File: src/rtl/param_shift_seq_reg.sv
// param_shift_seq_reg: parameterised shift register with logical/rotate/arithmetic/serial-fill modes,
//   parallel load, serial out, and a start/busy/done engine that shifts N positions, one per clock.
// Ports: clk, rst_n (async active-low), we_n (active-low load), par_in, direction (1 = left),
//   mode (00 log, 01 rot, 10 arith, 11 fill), ser_in, shift_en, start, amount -> data_out, ser_out,
//   busy, done.
// Latency: a load takes 1 cycle; a start with N>0 finishes in N+1 cycles. Outputs are all registered.
// Macro PSR_ROTATE_EN: when defined, mode 01 rotates. When undefined, the rotate logic is left out
//   and mode 01 acts as a logical shift.
module param_shift_seq_reg #(
  parameter int WIDTH = 8,
  parameter int CNT_W = 4
) (
  input  logic             clk,
  input  logic             rst_n,
  input  logic             we_n,
  input  logic [WIDTH-1:0] par_in,
  input  logic             direction,
  input  logic [1:0]       mode,
  input  logic             ser_in,
  input  logic             shift_en,
  input  logic             start,
  input  logic [CNT_W-1:0] amount,
  output logic [WIDTH-1:0] data_out,
  output logic             ser_out,
  output logic             busy,
  output logic             done
);

  localparam logic [0:0] ST_IDLE = 1'b0;
  localparam logic [0:0] ST_RUN  = 1'b1;

  logic [0:0]       state;
  logic [CNT_W-1:0] count;
  logic             run_dir;
  logic [1:0]       run_mode;

  logic             step_dir;
  logic [1:0]       step_mode;
  logic             step_out;
  logic             fill_bit;
  logic [WIDTH-1:0] step_data;

  // One shift step. While RUN is active, the direction and mode come from the values latched at
  // start. While idle, they come from the live inputs. ser_in is always taken live, so a
  // serial-fill run can stream new bits in.
  always_comb begin
    step_dir  = (state == ST_RUN) ? run_dir  : direction;
    step_mode = (state == ST_RUN) ? run_mode : mode;
    step_out  = step_dir ? data_out[WIDTH-1] : data_out[0];
    fill_bit  = 1'b0;
    case (step_mode)
`ifdef PSR_ROTATE_EN
      2'b01:   fill_bit = step_out;                               // out-going bit wraps round
`endif
      2'b10:   fill_bit = step_dir ? 1'b0 : data_out[WIDTH-1];    // sign extension on right only
      2'b11:   fill_bit = ser_in;
      default: fill_bit = 1'b0;
    endcase
    step_data = step_dir ? {data_out[WIDTH-2:0], fill_bit}
                         : {fill_bit, data_out[WIDTH-1:1]};
  end

  always_ff @(posedge clk or negedge rst_n) begin
    if (!rst_n) begin
      state    <= ST_IDLE;
      count    <= '0;
      run_dir  <= 1'b0;
      run_mode <= 2'b00;
      data_out <= '0;
      ser_out  <= 1'b0;
      done     <= 1'b0;
    end else begin
      done <= 1'b0;
      if (!we_n) begin
        // A load wins in either state. During RUN it aborts the run without a done pulse.
        data_out <= par_in;
        state    <= ST_IDLE;
        count    <= '0;
      end else if (state == ST_IDLE) begin
        if (start) begin
          if (amount == '0) begin
            done <= 1'b1;
          end else begin
            state    <= ST_RUN;
            count    <= amount;
            run_dir  <= direction;
            run_mode <= mode;
          end
        end else if (shift_en) begin
          data_out <= step_data;
          ser_out  <= step_out;
        end
      end else begin
        data_out <= step_data;
        ser_out  <= step_out;
        count    <= count - 1'b1;
        if (count == CNT_W'(1)) begin
          state <= ST_IDLE;
          done  <= 1'b1;
        end
      end
    end
  end

  assign busy = (state == ST_RUN);

endmodule

File: config.mk
export PLATFORM = sky130hd
export DESIGN_NAME = param_shift_seq_reg
export DESIGN_NICKNAME = d
export VERILOG_FILES = /design/src/rtl/param_shift_seq_reg.sv
export SDC_FILE = /design/constraint.sdc
export NUM_CORES = 1
export LEC_CHECK = 0
export ABC_AREA = 1
export BUFFER_PORTS_ARGS = -buffer_cell sky130_fd_sc_hd__buf_2
export CORE_MARGIN = 1
export CORE_UTILIZATION = 51
export CTS_CLUSTER_DIAMETER = 100
export DETAILED_ROUTE_END_ITERATION = 12
export GPL_TIMING_DRIVEN = 0
export MAX_ROUTING_LAYER = met4
export PLACE_DENSITY_LB_ADDON = 0.12
export REMOVE_ABC_BUFFERS = 1
export SETUP_SLACK_MARGIN = 0.1
export SKIP_LAST_GASP = 1
export SYNTH_ARGS = -nofsm -noshare
export SYNTH_HDL_FRONTEND = slang
export SYNTH_SLANG_ARGS = --single-unit
File: constraint.sdc
create_clock -name clk -period 1.4 [get_ports clk]
set_input_delay 0.28 -clock clk [delete_from_list [all_inputs] [get_ports clk]]
set_output_delay 0.28 -clock clk [all_outputs]
set_load 0.03 [all_outputs]
# Word level (Yosys, flattened, before mapping)
# Cells that the tools add are included.
# W data, S select, Z words.
# word_totals
ff_bits	18
in_bits	21
word_cells	51
# classes
addsub	1
eq_ne	8
muxes	27
bitwise_logic	2
reduce_logical	6
# ops
cell	n
$mux W8	5
$mux W1	16
$mux W4	4
$ne A3 B1 Y1 const B	2
$eq A2 B2 Y1 const B	2
$eq A4 B1 Y1 const B	1
$logic_not A4 Y1	1
$reduce_and A2 Y1	2
$reduce_and A4 Y1	1
$sub A4 B1 Y4 const B	1
$ne A3 B2 Y1 const B	1
$ne A3 B3 Y1 const B	1
$reduce_and A3 Y1	1
$mux W2	1
$ne A2 B1 Y1 const B	1
$not A1 Y1	2
$pmux W1 S2	1
$reduce_bool A2 Y1	1

# Longest topological paths before layout
# Gate-level depths: netlist of run 1.
# logic_depth
word_depth	8
mapped_depth	10
ltp_nobuf	8

# Worst setup path before layout of run 1
# OpenSTA, ideal clock, no wires.
# synth_path
path_kind	register to register
startpoint	reg state (netlist: busy)
endpoint	reg data_out[7]
setup_time_ps	116
t_arrival_ps	1197
required_ps	1284
slack_ps	86
stages_incl_launch_ff	10
path_cell_list	dfrtp_1 > buf_6 > inv_6 > buf_12 > nand2_4 > nand3b_1 > nand3_2 > nand2_1 > nand2_1 > nand2_1
# synth_via
elab_chain_cells	8
elab_cells_between_ends	14
# synth_lines
element	line_no	rtl
start: declaration	32	logic [0:0] state;
start signal: assignment	65	state <= ST_IDLE;
start signal: assignment	77	state <= ST_IDLE;
start signal: assignment	84	state <= ST_RUN;
$mux W2 or $mux W1 (tied branches)	48, 47	
$eq A2 B2 Y1 or $mux W1 (tied branches)	51, 55	
$pmux W1 S2	51	case (step_mode)
$mux W8	59	step_data = step_dir ? {data_out[WIDTH-2:0], fill_bit}
$mux W8	89	end else if (shift_en) begin
$mux W8	80	if (start) begin
$mux W8	79	end else if (state == ST_IDLE) begin
$mux W8	74	if (!we_n) begin
end signal: assignment	76	data_out <= par_in;
end signal: assignment	90	data_out <= step_data;
end signal: assignment	94	data_out <= step_data;
end: declaration	23	output logic [WIDTH-1:0] data_out,
# Several ways; a longest one is shown, not always the timed one. The select of a mux whose other input is x is not followed.
# A chain may end at the register's enable or synchronous reset.

# Worst setup path in the final report of run 1
# layout_path
startpoint	reg state (netlist: busy)
endpoint	reg data_out[6]
# layout_via
elab_chain_cells	6
elab_cells_between_ends	9
# layout_lines
element	line_no	rtl
$mux W1	47	step_dir = (state == ST_RUN) ? run_dir : direction;
$mux W8	59	
$mux W8	89	
$mux W8	80	
$mux W8	79	
$mux W8	74	
# Several ways; a longest one is shown, not always the timed one. The select of a mux whose other input is x is not followed.

==> metrics.txt, run 1 <==
leakage=slightly below 0.8 nW; Layout fillers=roughly 200; Max-Cap Viols=0; VDD IR max=0.000796 V; gr ovfl total=0; TritonRoute pass-1 iters=4; Core Box Area=between 2000 and 2500 um^2; dpl ws=between 0.03 and 0.04 ns; Reg clk slew, reported paths=between 0.1 and 0.15 ns; total die area=approximately 2500 um^2; Die X=roughly 50 um; IO Port Bufs=31; largest net degree at the start of global routing=19; fmax=791 MHz; Routed WL=2570 um; footprint of the multi-input gates=roughly 630 um^2; RR Endpoint=data_out[6]$_DFFE_PN0P_; HPWL Detailed=between 1500 and 2000 um; Hold WS=approximately 0.19 ns; placed cell count=between 200 and 250; first-pass GRT wire length=between 4000 and 5000 um; total negative slack=0 ns; critical path fanouts, max=15; Seq cells post-synth=18; Synth top area share=between 30 and 40%; GPL Wtd Cong=between 0.7 and 0.8; Synth Instances=between 150 and 200; I/O pin cnt=32; post-synth cell types=26; most frequent cells in the layout=nand2_1 (58), buf_2 (30), inv_1 (18); Inserted Clock Buffers=3; starting density of the core=about 54%; DRC errors left=0; hold endpoint=data_out[3]$_DFFE_PN0P_; Tmin final=about 1.3 ns; Pins Over Slew Limit=0; hold path start=par_in[3]; setup slack, reg-to-reg=between 0.1 and 0.15 ns; CP required=between 1.5 and 2 ns; post-synth top area cell=dfrtp_1; Final Non-Filler Cells=approximately 220; worst hold path type=input port to flip-flop; Critical Path Sink Type=flip-flop; crit path from=busy$_DFF_PN0_; Worst Path Arrival=1.46 ns; commonest non-fill, non-tap cell in the layout=nand2_1; Ant. Diodes=0; outcome=finished, final reports clean; CTS sink cnt=18; final setup fails=0; R2R cell count=7; vias in the first global route=1054; P&R area growth vs syn=23.2%; RSZ-0062 raised after global routing=true; CTS root buf=clkbuf_4; layout cells sized above 1=32.7%; via-per-instance ratio=4.92; Worst setup SP type=flip-flop; Nets=220; Final Hold Viols=0; setup slack after layout=between 0.1 and 0.15 ns; All-Layer GR Usage=around a quarter; CTS tree=done; sequential share of the synthesized area=about 38%; slew at the pin closest to its max-slew limit=about 0.43 ns; Hold Path Cell Cnt=3; H-tree Lvls=1; Routed Antenna Nets=0; r2r startpoint=busy$_DFF_PN0_; 1st-iter DRT viols=18; max_slew headroom=71.3%; Warnings, synthesis=0; wire per inst=between 10 and 15 um; Final Cycle Share=90.3%; Max clock buf depth=2; clock latency on the worst-skew pair=roughly 0.30 ns; via count=approximately 1100; leading post-synthesis cells by cell area=dfrtp_1 (38%), nand2_1 (18%), inv_1 (6.0%), o21ai_0 (3.8%), nor2_1 (2.8%); Storage cell area=between 400 and 500 um^2; Syn Area/Cell=approximately 7.5 um^2; crit path kind=flip-flop to flip-flop; Rows=17; skew final=0.00110 ns; Die Span Y=50.3 um; mapped cell area=around 1200 um^2; initial antenna violation count=0; P per Cell Area=between 1000 and 1500 nW/um^2
## metal layers
metal	vias to the layer above	wire length [um]	global-route usage, %	part of all wire, %
met1	498	1300	31.1	51
li1	572	-	-	-
met5	-	0	-	0
met2	28	1150	36.7	45
met3	4	90	2.12	3.5
met4	0	32	8.57	1.2
## worst max-delay path, stage by stage (launching register included)
cell	delay, ns
dfrtp_2	0.51
buf_6	0.17
nand2_8	0.07
nand2_8	0.09
nand2_1	0.07
nand2_1	0.04
nor2_1	0.10
o22ai_1	0.08
## metrics by stage
stage / area, um^2 / utilization [%] / power [mW]
after floorplan: 1140 / - / 1.11
after global placement: 1330 / 60.1 / 1.27
after detailed placement: 1330 / 60.1 / 1.29
after CTS: 1390 / 63.0 / 1.64
after global routing: 1460 / 66.1 / 1.80
final: 1460 / 66.1 / 1.70
## flip-flops by register name (all words and copies together), names as in the netlist
register	count
run_mode	2
busy	1
done	1
data_out	8
count	4
ser_out	1
run_dir	1
## cell usage after synthesis, drive strengths merged
| master | instances |
|---|---|
| buf | 4 |
| o21ai | 13 |
| dfrtp | 18 |
| a21oi | 4 |
| o211ai | 5 |
| inv | 24 |
| nand4 | 1 |
| nand3 | 8 |
| o22ai | 1 |
| nand3b | 1 |
| ha | 2 |
| a21boi | 1 |
| nor2 | 11 |
| nand2 | 66 |
## kinds of logic after synthesis
family          share of synthesized area (%)
compound gates                           14.2
buf+inv                                  12.0
fa+ha+maj                                2.11
flops                                    37.9
simple gates                             33.7
## worst max-delay path by stage
| stage | endpoint | slack, ns | depth (start not counted) |
|---|---|---|---|
| detailed placement | data_out[7]$_DFFE_PN0P_ | 0.03 | 6 |
| finish | data_out[6]$_DFFE_PN0P_ | 0.14 | 7 |
| global placement | data_out[7]$_DFFE_PN0P_ | 0.05 | 6 |
| global route | data_out[0]$_DFFE_PN0P_ | 0.09 | 6 |
| floorplan | data_out[6]$_DFFE_PN0P_ | 0.04 | 7 |
| CTS | busy | 0.11 | 1 |
## power breakdown
part	internal, mW	leakage, nW	switching, mW
combinational	0.241	0.544	0.419
sequential	0.609	0.224	0.0877
clock	0.159	0.0210	0.181
## timing repair
| action | 4_1_cts | 5_1_grt |
|---|---|---|
| hold buffers | 1 | 0 |
| endpoints found under the setup margin | 10 | 11 |
| endpoints found under the hold margin | 18 | 0 |
| setup buffers | 2 | 3 |
| pin swaps | 0 | 2 |
| gates resized for setup | 1 | 11 |
## layout make-up
| type | count | share of cell area, % |
|---|---|---|
| sequential | 18 | 30.9 |
| tap | 28 | 2.40 |
| clock buffer | 4 | 2.48 |
| multi-input combinational | 113 | 43.0 |
| inverter | 24 | 6.67 |
| timing repair buffer | 37 | 14.5 |
Note: power is estimated with default switching activity, not from simulation.
==> run 2, diff against run 1 <==
--- a/config.mk
+++ b/config.mk
@@ -5,10 +5,9 @@
 export SDC_FILE = /design/constraint.sdc
 export NUM_CORES = 1
 export LEC_CHECK = 0
-export ABC_AREA = 1
 export BUFFER_PORTS_ARGS = -buffer_cell sky130_fd_sc_hd__buf_2
 export CORE_MARGIN = 1
-export CORE_UTILIZATION = 51
+export CORE_UTILIZATION = 50
 export CTS_CLUSTER_DIAMETER = 100
 export DETAILED_ROUTE_END_ITERATION = 12
 export GPL_TIMING_DRIVEN = 0
==> run 2 against run 1 <==
- synthesized cell count shrank 31%
- sequential power fell by 4.7%
- first-iteration DRC count decreased by 67%
- clock-buffer cell count unchanged
- combinational power shrank 27%
- non-clock buffer count up 1
- final cell count fell by 22%
- sequential cell count unchanged
- critical path depth down 4
- largest power group unchanged
- highest routed layer unchanged
==> metrics.txt, run 2 <==
mapped cell area=between 1000 and 1500 um^2; critical path, cell by cell=buf_6, a2111o_1, o221ai_1; Rows=16; via count=926; slowest cell on the critical path=dfrtp_4; CP required=around 1.6 ns; Seq cells post-synth=18; post-synth cell types=29; starting density of the core=between 50% and 60%; 1st-iter DRT viols=6; IO Port Bufs=31; wire per inst=about 13 um; hold path start=mode[1]; CTS root buf=clkbuf_4; CTS tree=done; commonest non-fill, non-tap cell in the layout=buf_2; Die X=around 48 um; top-count cell post-synth=dfrtp_1; Nets=between 150 and 200; Critical Path Sink Type=flip-flop; total die area=roughly 2300 um^2; H-tree Lvls=1; slew at the pin closest to its max-slew limit=around 0.51 ns; Worst setup SP type=flip-flop; P per Cell Area=roughly 1100 nW/um^2; CTS sink cnt=18; Synth top area share=42.6%; Max-Cap Viols=0; Worst Path Arrival=approximately 1.6 ns; Final Hold Viols=0; GPL Wtd Cong=0.740; DRC errors left=0; vias in the first global route=855; Final Cell Area=1370 um^2; Tmin final=1.35 ns; max_slew headroom=66.0%; worst hold path type=input port to flip-flop; initial antenna violation count=0; delay-heaviest family, CP=flip-flops; Hold WS=between 0.2 and 0.25 ns; EDFF count, synth=0; Routed Antenna Nets=0; TritonRoute pass-1 iters=4; Area after DPL=between 1000 and 1500 um^2; clock latency on the worst-skew pair=roughly 0.29 ns; Syn Area/Cell=between 9 and 10 um^2; Ant. Diodes=0; r2r startpoint=busy$_DFF_PN0_; via-per-instance ratio=about 5.3; gr ovfl total=0; leading post-synthesis cells by cell area=dfrtp_1 (43%), mux2i_1 (6.6%), nor2b_1 (6.5%), a21oi_1 (5.7%), o21ai_0 (4.7%); largest net degree at the start of global routing=19; Async S/R FF share, synth=100%; post-synth top area cell=dfrtp_1; max FFs per register=8; Final Cycle Share=a little over nine tenths; Die Span Y=about 48 um; first-pass GRT wire length=~3600 um; sequential share of the synthesized area=a little over two fifths; Reg clk slew, reported paths=approximately 0.10 ns; Layout fillers=between 150 and 200; Finished Core Util=around 69%; critical path fanouts, max=8; outcome=finished, final reports clean; Warnings, synthesis=0; largest registers=data_out x8, count x4, run_mode x2; final setup fails=0; most frequent cells in the layout=buf_2 (31), dfrtp_1 (17), a21oi_1 (12); layout cells sized above 1=35.4%; Largest stage delay, worst path=0.56 ns; Biggest register=data_out; VDD IR max=0.000635 V; HPWL Detailed=approximately 1600 um; fmax=738 MHz; RSZ-0062 raised after global routing=true; synth cell count leaders=dfrtp_1 (18), a21oi_1 (12), nand2_1 (11), nor2b_1 (11), o21ai_0 (10); crit path kind=flip-flop to flip-flop; skew final=between 0.0015 and 0.002 ns; I/O pin cnt=32; leakage=around 0.65 nW; P&R area growth vs syn=29.8%; Synth Instances=~110; Routed WL=between 2000 and 2500 um; Core Box Area=around 2000 um^2; Pins Over Slew Limit=0; crit path from=busy$_DFF_PN0_; Buf+Inv Stages, Crit Path=1; Max clock buf depth=2; All-Layer GR Usage=23.7%; commonest register cell after synthesis=dfrtp_1; Inserted Clock Buffers=3
run 2: cell count changes after synthesis, moves of 7 or more:
cell,before,now
a21oi_1,3,12
inv_1,19,5
mux2i_1,0,7
nand2_1,58,11
nor2b_1,0,11
run 2: stage by stage:
stage / power (mW) / worst slack, ns / TNS, ns / std cells
2_1_floorplan: 0.953 / -0.495 / -3.40 / 105
3_3_place_gp: 1.08 / -0.657 / -5.18 / 163
3_5_place_dp: 1.10 / -0.685 / -5.40 / 163
4_1_cts: 1.48 / 0.0516 / 0 / 174
5_1_grt: 1.57 / -0.0235 / -0.0651 / 174
6_report: 1.47 / 0.0456 / 0 / 174
run 2: area by class of cell:
cell class | instances | area [um^2] | area share [%]
Timing Repair Buffer | 38 | 226 | 16.5
Multi-Input combinational cell | 82 | 603 | 43.9
Tap cell | 27 | 33.8 | 2.46
Clock buffer | 4 | 36.3 | 2.64
Inverter | 5 | 18.8 | 1.37
Sequential cell | 18 | 454 | 33.1
run 2: routing by layer:
layer	track usage, %	wire, um
met1	29.7	1030
met2	39.5	1180
met4	6.67	22
met3	3.40	59
met5	-	0
run 2: cell families (layout without fill, tap and decap cells):
group	after synthesis	after routing	synth area share [%]
buffers and inverters	9	47	4.02
multiplexers	10	10	11.6
adder cells (fa/ha/maj)	2	2	2.37
flip-flops	18	18	42.6
XOR/XNOR	2	2	1.66
AND/OR/NAND/NOR	37	37	17.9
AO/OA/AOI/OAI	31	31	19.9
run 2: power by group:
group / internal, mW / total (mW) / leakage [nW] / switching, mW
Sequential: 0.592 / 0.664 / 0.223 / 0.0719
Clock: 0.158 / 0.319 / 0.0210 / 0.161
Combinational: 0.216 / 0.485 / 0.406 / 0.269
Total: 0.967 / 1.47 / 0.650 / 0.502
run 2: repair_timing:
item	CTS	global route
gates resized for setup	12	1
buffers inserted	6	0
pin swaps	3	1
cloned	0	0
setup endpoints to repair	13	13
endpoints found under the hold margin	18	0
hold buffers	1	0
run 2: path summary, 6_finish.rpt:
| check | cells after the start | slack [ns] | end |
|---|---|---|---|
| min in group asynchronous | 2 | 0.44 | done$_DFF_PN0_ |
| max in group asynchronous | 2 | 0.65 | busy$_DFF_PN0_ |
| worst min register to register | 2 | 0.49 | ser_out$_DFFE_PN0P_ |
| worst max-delay path | 3 | 0.05 | data_out[7]$_DFFE_PN0P_ |
| worst max register to register | 3 | 0.05 | data_out[7]$_DFFE_PN0P_ |
| worst min-delay path | 2 | 0.23 | run_mode[1]$_DFFE_PN0P_ |
==> run 3, diff against run 2 <==
--- a/config.mk
+++ b/config.mk
@@ -13,7 +13,6 @@
 export GPL_TIMING_DRIVEN = 0
 export MAX_ROUTING_LAYER = met4
 export PLACE_DENSITY_LB_ADDON = 0.12
-export REMOVE_ABC_BUFFERS = 1
 export SETUP_SLACK_MARGIN = 0.1
 export SKIP_LAST_GASP = 1
 export SYNTH_ARGS = -nofsm -noshare
==> run 3 against run 2 <==
- global-route usage shrank 1.5 points
- final cell count unchanged
- final area down 2.0%
- die area is the same
- clock power shrank 20%
- sequential power shrank 0.9%
- combinational power barely moved
- register-to-register slack better by 0.04 ns
- wire length shrank 2.6%
- via count grew 0.22%
- clock skew increased by 0.00051 ns
- largest cell class unchanged
==> metrics.txt, run 3 (synthesis gave the netlist of run 2 again) <==
outcome=finished, final reports clean; CTS sink cnt=18; Rows=16; Max clock buf depth=2; combinational fraction of design power=34.6%; commonest non-fill, non-tap cell in the layout=buf_2; Final Cycle Share=between 90 and 100%; critical path fanouts, max=9; Net Sw Frac=about a third; Core Box Area=1980 um^2; post-synth net total=132; gr ovfl total=0; CTS tree=done; total die area=around 2300 um^2; largest registers=data_out x8, count x4, run_mode x2; Area after DPL=around 1300 um^2; Net Switching=0.492 mW; CTS root buf=clkbuf_4; Die Span Y=48.0 um; Final Non-Filler Cells=174; HPWL Detailed=between 1500 and 2000 um; Ant. Diodes=0; R2R cell count=5; Inserted Clock Buffers=3; clock latency on the worst-skew pair=0.29 ns; fmax=about 760 MHz; final setup fails=0; Finished Core Util=67.9%; first-pass GRT wire length=about 3400 um; Nets=~170; Hold Path Cell Cnt=2; initial antenna violation count=0; VDD IR max=a little over 0.0007 V; TritonRoute pass-1 iters=4; All-Layer GR Usage=between 20 and 25%; crit path kind=flip-flop to flip-flop; largest net degree at the start of global routing=19; CP required=1.61 ns; via-per-instance ratio=about 5.3; RSZ-0062 raised after global routing=true; P per Cell Area=between 1000 and 1500 nW/um^2; Routed Antenna Nets=0; vias in the first global route=~790; P&R area growth vs syn=27.2%; placed cell count=between 150 and 200; total negative slack=0 ns; skew final=0.00223 ns; starting density of the core=a little over half; hold path start=mode[1]; via count=about 930; most frequent cells in the layout=buf_2 (31), dfrtp_1 (16), a21oi_1 (12); Reg clk slew, reported paths=approximately 0.1 ns; Critical Path Sink Type=flip-flop; max_slew headroom=between 60 and 70%; setup slack after layout=~0.085 ns; Worst Path Arrival=approximately 1.5 ns; clock power share=between 10% and 20%; worst hold path type=input port to flip-flop; hold endpoint=run_mode[1]$_DFFE_PN0P_; setup slack, reg-to-reg=about 0.085 ns; internal power=between 0.9 and 1 mW; wire per inst=approximately 13 um; Tmin final=roughly 1.3 ns; Final Cell Area=~1300 um^2; H-tree Lvls=1; Final Hold Viols=0; max FFs per register=8; layout cells sized above 1=approximately a third; dpl ws=-0.127 ns; GPL Wtd Cong=between 0.8 and 0.9; Pins Over Slew Limit=0; Routed WL=2230 um; Reg power frac=a little under half; slew at the pin closest to its max-slew limit=a little over 0.5 ns; 1st-iter DRT viols=16; Die X=~48 um; Biggest register=data_out; IO Port Bufs=31; I/O pin cnt=32; RR Endpoint=data_out[7]$_DFFE_PN0P_; r2r startpoint=busy$_DFF_PN0_; Max-Cap Viols=0; leakage=around 0.63 nW; DRC errors left=0; Worst setup SP type=flip-flop
-- run 3: timing repair --
item	in CTS	in global routing
hold buffers	1	0
resized for setup	6	1
hold endpoints to repair	18	0
pin swaps	2	1
endpoints found under the setup margin	11	14
setup buffers	3	0
-- run 3: metal layers --
layer	GRT usage, %	wire length, um	up-vias
li1	-	-	466
met1	27.7	1030	439
met2	34.3	1130	21
met3	4.53	66	2
met4	10.0	12	0
met5	-	0	-
-- run 3: worst max-delay path by stage --
stage                   startpoint                       to  slack (ns)  depth (start not counted)
finish              busy$_DFF_PN0_  data_out[7]$_DFFE_PN0P_        0.08                          5
global placement         amount[1]  run_mode[1]$_DFFE_PN0P_       -0.11                          4
CTS                 busy$_DFF_PN0_  data_out[7]$_DFFE_PN0P_        0.09                          5
floorplan           busy$_DFF_PN0_  data_out[5]$_DFFE_PN0P_       0.004                          4
detailed placement       amount[1]  run_mode[1]$_DFFE_PN0P_       -0.13                          4
global route        busy$_DFF_PN0_  data_out[7]$_DFFE_PN0P_        0.01                          5
-- run 3: per-stage QoR --
stage | hold slack [ns] | power, mW
finish | 0.234 | 1.40
detailed placement | 0.238 | 1.12
CTS | 0.222 | 1.41
global placement | 0.233 | 1.10
global route | 0.203 | 1.50
floorplan | -0.0156 | 0.973
-- run 3: power groups by stage --
| stage | combinational, mW | clock [mW] | sequential, mW |
|---|---|---|---|
| floorplan | 0.233 | 0 | 0.739 |
| global placement | 0.439 | 0 | 0.664 |
| detailed placement | 0.448 | 0 | 0.667 |
| CTS | 0.486 | 0.265 | 0.657 |
| global route | 0.534 | 0.296 | 0.669 |
| finish | 0.483 | 0.256 | 0.658 |
-- run 3: cell type report --
type / count / area, um^2
Buffer: 4 / 26.3
Clock buffer: 3 / 22.5
Fill cell: 164 / 637
Inverter: 5 / 18.8
Multi-Input combinational cell: 82 / 591
Sequential cell: 18 / 453
Tap cell: 27 / 33.8
Timing Repair Buffer: 35 / 200
-- run 3: critical path, cell delays in order (launching register included) --
cell      delay [ns]
dfrtp_2         0.42
buf_6           0.14
nor2b_1         0.11
a32oi_1         0.07
a2111o_1        0.33
o221ai_2        0.17
